### config.mk
export PLATFORM = sky130hd
export DESIGN_NAME = imem_loader_flat
export DESIGN_NICKNAME = d
export VERILOG_FILES = /design/src/rtl/imem_loader_if.sv /design/src/rtl/imem_loader.sv /design/src/flat_wrapper.sv
export SDC_FILE = /design/constraint.sdc
export NUM_CORES = 1
export LEC_CHECK = 0
export BUFFER_PORTS_ARGS = -buffer_cell sky130_fd_sc_hd__buf_2
export CAP_MARGIN = 20
export CORE_MARGIN = 2
export CORE_UTILIZATION = 45
export CTS_BUF_LIST = sky130_fd_sc_hd__clkbuf_2
export DETAILED_ROUTE_END_ITERATION = 10
export PLACE_DENSITY_LB_ADDON = 0.3
export SYNTH_ARGS = -nofsm -noshare
export SYNTH_HDL_FRONTEND = slang
export SYNTH_SLANG_ARGS = --single-unit
### constraint.sdc
create_clock -name clk -period 8.2 [get_ports clk]
set_clock_uncertainty 0.05 [all_clocks]
set_input_delay 1.23 -clock clk [delete_from_list [all_inputs] [get_ports clk]]
set_output_delay 1.23 -clock clk [all_outputs]
set_load 0.03 [all_outputs]
### src/rtl/imem_loader_if.sv
// Byte-stream input and IMem word-write bundle for imem_loader.
// slave is the loader's view; master is the image source / memory side.
interface imem_loader_if #(
  parameter int unsigned ADDR_W = 5
);
  logic              start;
  logic              in_valid;
  logic [7:0]        in_data;
  logic              in_ready;
  logic              mem_we;
  logic [ADDR_W-1:0] mem_waddr;
  logic [31:0]       mem_wdata;
  logic              core_hold;
  logic              done;
  logic              err;

  modport master (
    output start, in_valid, in_data,
    input  in_ready, mem_we, mem_waddr, mem_wdata, core_hold, done, err
  );

  modport slave (
    input  start, in_valid, in_data,
    output in_ready, mem_we, mem_waddr, mem_wdata, core_hold, done, err
  );
endinterface

### src/rtl/imem_loader.sv
// Instruction memory loader: packs a byte stream little-endian into 32-bit IMem word writes,
// verifies a trailing two's-complement checksum byte and holds the core until a good load.
module imem_loader #(
  parameter int unsigned ADDR_W    = 5,
  parameter int unsigned NUM_BYTES = 32
) (
  input  logic         clk,
  input  logic         rst,
  imem_loader_if.slave bus
);

  localparam int unsigned CntW = ADDR_W + 1;

  localparam logic [2:0] IDLE  = 3'd0;
  localparam logic [2:0] LOAD  = 3'd1;
  localparam logic [2:0] WRITE = 3'd2;
  localparam logic [2:0] CHECK = 3'd3;
  localparam logic [2:0] DONE  = 3'd4;
  localparam logic [2:0] ERR   = 3'd5;

  logic [2:0]        state_q, state_d;
  logic [CntW-1:0]   byte_cnt_q, byte_cnt_d;
  logic [7:0]        sum_q, sum_d;
  logic [31:0]       buf_q, buf_d;
  logic [7:0]        chk_sum;

  logic              in_ready_q;
  logic              mem_we_q;
  logic [ADDR_W-1:0] mem_waddr_q;
  logic [31:0]       mem_wdata_q;
  logic              core_hold_q;
  logic              done_q;
  logic              err_q;

  always_comb begin
    state_d    = state_q;
    byte_cnt_d = byte_cnt_q;
    sum_d      = sum_q;
    buf_d      = buf_q;
    chk_sum    = sum_q + bus.in_data;
    case (state_q)
      IDLE, DONE, ERR: begin
        if (bus.start) begin
          state_d    = LOAD;
          byte_cnt_d = '0;
          sum_d      = '0;
        end
      end
      LOAD: begin
        if (bus.in_valid) begin
          buf_d[{byte_cnt_q[1:0], 3'b000} +: 8] = bus.in_data;
          sum_d      = sum_q + bus.in_data;
          byte_cnt_d = byte_cnt_q + CntW'(1);
          if (byte_cnt_q[1:0] == 2'd3) state_d = WRITE;
        end
      end
      WRITE: begin
        state_d = (byte_cnt_q == CntW'(NUM_BYTES)) ? CHECK : LOAD;
      end
      CHECK: begin
        if (bus.in_valid) state_d = (chk_sum == 8'd0) ? DONE : ERR;
      end
      default: state_d = IDLE;
    endcase
  end

  // All outputs are registered from the next state so they line up with state_q.
  always_ff @(posedge clk or posedge rst) begin
    if (rst) begin
      state_q     <= IDLE;
      byte_cnt_q  <= '0;
      sum_q       <= '0;
      buf_q       <= '0;
      in_ready_q  <= 1'b0;
      mem_we_q    <= 1'b0;
      mem_waddr_q <= '0;
      mem_wdata_q <= '0;
      core_hold_q <= 1'b1;
      done_q      <= 1'b0;
      err_q       <= 1'b0;
    end else begin
      state_q     <= state_d;
      byte_cnt_q  <= byte_cnt_d;
      sum_q       <= sum_d;
      buf_q       <= buf_d;
      in_ready_q  <= (state_d == LOAD) || (state_d == CHECK);
      mem_we_q    <= (state_d == WRITE);
      if (state_d == WRITE) begin
        mem_waddr_q <= ADDR_W'(byte_cnt_d - CntW'(4));
        mem_wdata_q <= buf_d;
      end
      core_hold_q <= (state_d != DONE);
      done_q      <= (state_d == DONE);
      err_q       <= (state_d == ERR);
    end
  end

  assign bus.in_ready  = in_ready_q;
  assign bus.mem_we    = mem_we_q;
  assign bus.mem_waddr = mem_waddr_q;
  assign bus.mem_wdata = mem_wdata_q;
  assign bus.core_hold = core_hold_q;
  assign bus.done      = done_q;
  assign bus.err       = err_q;

endmodule
### src/flat_wrapper.sv
// flat-port wrapper written by rule: the top's interface ports become plain ports
module imem_loader_flat 
#(
  parameter int unsigned ADDR_W    = 5,
  parameter int unsigned NUM_BYTES = 32
)
  (clk, rst, bus_start, bus_in_valid, bus_in_data, bus_in_ready, bus_mem_we, bus_mem_waddr, bus_mem_wdata, bus_core_hold, bus_done, bus_err);
  imem_loader_if #(.ADDR_W(ADDR_W)) bus_i ();
  input  logic clk;
  input  logic rst;
  input wire logic [$bits(bus_i.start)-1:0] bus_start;
  input wire logic [$bits(bus_i.in_valid)-1:0] bus_in_valid;
  input wire logic [$bits(bus_i.in_data)-1:0] bus_in_data;
  output wire logic [$bits(bus_i.in_ready)-1:0] bus_in_ready;
  output wire logic [$bits(bus_i.mem_we)-1:0] bus_mem_we;
  output wire logic [$bits(bus_i.mem_waddr)-1:0] bus_mem_waddr;
  output wire logic [$bits(bus_i.mem_wdata)-1:0] bus_mem_wdata;
  output wire logic [$bits(bus_i.core_hold)-1:0] bus_core_hold;
  output wire logic [$bits(bus_i.done)-1:0] bus_done;
  output wire logic [$bits(bus_i.err)-1:0] bus_err;
  assign bus_i.start = bus_start;
  assign bus_i.in_valid = bus_in_valid;
  assign bus_i.in_data = bus_in_data;
  assign bus_in_ready = bus_i.in_ready;
  assign bus_mem_we = bus_i.mem_we;
  assign bus_mem_waddr = bus_i.mem_waddr;
  assign bus_mem_wdata = bus_i.mem_wdata;
  assign bus_core_hold = bus_i.core_hold;
  assign bus_done = bus_i.done;
  assign bus_err = bus_i.err;
  imem_loader #(.ADDR_W(ADDR_W), .NUM_BYTES(NUM_BYTES)) u_core (.clk(clk), .rst(rst), .bus(bus_i));
endmodule
==> metrics.txt <==
worst-margin pin slew between 0.9 and 1 ns; vias after detailed routing roughly 2,600; crit path capture type flop; Internal 853 uW; Worst path top cell family by delay adder cells; hold slack about 0.45 ns; WHS Path Cells 1; core area roughly 0.0086 mm^2; Clock power frac between 10% and 20%; nets@finish 420; critical path depth 9; Vias per Instance approximately 5.2; kind of critical path input port to flop; # fillers roughly 790; arrival time of the worst setup path around 3.2 ns; largest net degree at the start of global routing between 60 and 70; outcome finished clean; Clock Tree Buf Depth 2; critical path's slowest cell fa_1; Min-Delay Endpoint u_core.byte_cnt_q[5]; most frequent cell after synthesis dfrtp_1; Async S/R FF share, synth 100%; Synth-to-Final Area Change 11.7%; setup TNS 0 ns; I/O pin cnt 54; R2R Setup Slk between 5 and 6 ns; post-synth cell types 42; met3 usage roughly 4.7%; sw frac between 40% and 50%; NetSw 582 uW; post-synth top area share 57.2%; Final Cell Area about 0.0044 mm^2; first-pass GRT wire length about 13,000 um; Peak supply drop about 160 uV; unrepaired setup endpoints after global routing false; Avg Inst Size Synth between 10 and 15 um^2; Clk Latency, worst-skew pair 0.54 ns; vias in the first global route around 2,600; Synth Instances 340; Routed Antenna Nets 0; starting utilization of the core area ~46%; DIE HEIGHT about 98 um; port buffer count between 50 and 60; power share of the combinational group between 30% and 40%; dominant cells by area after synthesis dfrtp_1 57%, mux2_2 8.3%, nand2_1 6.6%; Leak Pwr approximately 2.2 nW; Sink Count 91; Buf+Inv Stages, Crit Path 1; Antenna diodes 0; area leader, netlist dfrtp_1; 1st-iter DRT viols 84; TritonRoute pass-1 iters 4; gr busiest metal met2; # rows 34; die width a little under 100 um; max frequency approximately 360 MHz; total CTS buffers 9; Slew headroom 34.6%; Die ar. ~0.0095 mm^2; M2 GR Usage 26.1%; Resized cells post-CTS 0; Ys Warns 0; Tot GR Track Use between 10% and 20%; Post-DP HPWL between 5000 and 6000 um; dpl cells 490; Final setup viols 0; initial antenna violation count 0; sequential share of power 45.3%; Post CTS Setup Buffer Count 0; FF+latch count, synth approximately 90; grt met1 use ~25%; layout cell share with drive strength beyond 1 between 20 and 30%; Congestion Overflow GR 0; commonest cells in the netlist 90 x dfrtp_1, 69 x nand2_1, 37 x o21ai_0; Most used DFF post-synth dfrtp_1; total detailed-routing wirelength 7870 um; Seq/Total Area, Yosys between 50% and 60%; CTS root buffer clkbuf_2; gp weighted congestion 0.806; critical-path maximum fanout 5; Final Non-Filler Cells around 500; reg2reg start u_core.state_q[0]; min cycle time layout roughly 2.8 ns; worst min-delay path startpoint u_core.byte_cnt_q[5]; Post-synth EDFFs 0; H-tree depth 3; PwrDens about 330 mW/mm^2; CTS tree yes; Wirelength per Cell 15.6 um; Post-route DRC 0; fin crit share 33.7%; max cap viols 0; Util after Layout between 50% and 60%; max-slew violation count 0; clock slew seen by the registers of the worst setup and hold paths around 0.24 ns; Hold Crit Class flop to flop; Worst Reg-to-Reg Cells 5; CTS Hold Buffers Added 0; FF-to-FF End u_core.bus.mem_wdata[29]; dpl cell area between 0.004 and 0.005 mm^2; synthesized net count about 370; worst-path cell chain buf_2 > ha_1 > fa_1 > a211oi_1 > nor2_1 > xnor2_1 > and4b_1 > a31o_2 > and3_1; Worst path max stage delay between 0.4 and 0.5 ns; CP required 8.62 ns; final hold viol count 0; Setup crit start kind input port; synthesized cell area 0.00394 mm^2
[stage by stage]
stage          power [mW]  worst slack (ns)
2_1_floorplan        1.09              4.56
3_3_place_gp         1.21              4.89
3_5_place_dp         1.23              4.86
4_1_cts              1.45              5.45
5_1_grt              1.55              5.23
6_report             1.44              5.43
[metal layers]
metal,part of all wire (%),up-vias,routed length [um]
met5,0,-,0
met4,1.4,0,109
met3,6.1,10,482
met2,46,60,3630
met1,46,1270,3650
li1,-,1277,-
[cell usage in the layout, fill, tap and decap left out, types with 7 or more instances in the layout]
| cell | n |
|---|---|
| a22o_2 | 8 |
| buf_2 | 53 |
| clkbuf_2 | 10 |
| dfrtp_1 | 90 |
| ha_1 | 14 |
| mux2_1 | 8 |
| mux2_2 | 29 |
| nand2_1 | 69 |
| nand3_1 | 13 |
| nor2_1 | 10 |
| o21ai_0 | 37 |
| xnor2_1 | 7 |
[registers in the layout (all words and copies together) (netlist names)]
signal and count:
u_core.bus.in_ready 1, u_core.bus.mem_wdata 32, u_core.bus.mem_waddr 5, u_core.byte_cnt_q 6, u_core.bus.done 1, u_core.bus.err 1
u_core.sum_q 8, u_core.bus.core_hold 1, u_core.bus.mem_we 1, u_core.buf_q 32, u_core.state_q 3
[power groups by stage]
stage | Combinational (mW) | Sequential (mW) | Clock [mW]
final | 0.562 | 0.650 | 0.223
after global routing | 0.629 | 0.668 | 0.248
after CTS | 0.568 | 0.652 | 0.231
after detailed placement | 0.567 | 0.661 | 0
after global placement | 0.552 | 0.656 | 0
after floorplan | 0.346 | 0.741 | 0
[worst reg2reg max path, stage by stage (launching register included)]
cell,delay [ns]
dfrtp_1,0.46
nor2b_1,0.41
and3b_1,0.49
nand2_2,0.19
inv_2,0.61
mux2_2,0.42
[final cells by class]
class / instances / area (um^2) / area share (%)
sequential: 91 / 2280 / 51.8
multi-input combinational: 231 / 1570 / 35.8
timing repair buffer: 54 / 273 / 6.20
tap: 108 / 135 / 3.07
clock inverter: 6 / 65.1 / 1.48
clock buffer: 10 / 50.0 / 1.14
inverter: 6 / 23.8 / 0.541
[worst max path at each step]
stage / startpoint / to / slack [ns]
final: bus_in_data[0] / u_core.bus.done / 5.43
after global routing: u_core.byte_cnt_q[0] / u_core.bus.mem_wdata[20] / 5.23
after CTS: bus_in_data[0] / u_core.bus.err / 5.45
after detailed placement: bus_in_data[0] / u_core.bus.done / 4.86
after global placement: bus_in_data[0] / u_core.bus.done / 4.89
after floorplan: rst / u_core.buf_q[0] / 4.56
[cells by family after synthesis]
logic type / synth area share [%]
adders and majority gates: 4.96
buffers and inverters: 2.22
xor gates and xnor gates: 1.78
and+or+nand+nor: 12.6
AOI/OAI and AO/OA: 9.72
DFF: 57.8
muxes: 10.8
Power figures use the tool's default switching activity.
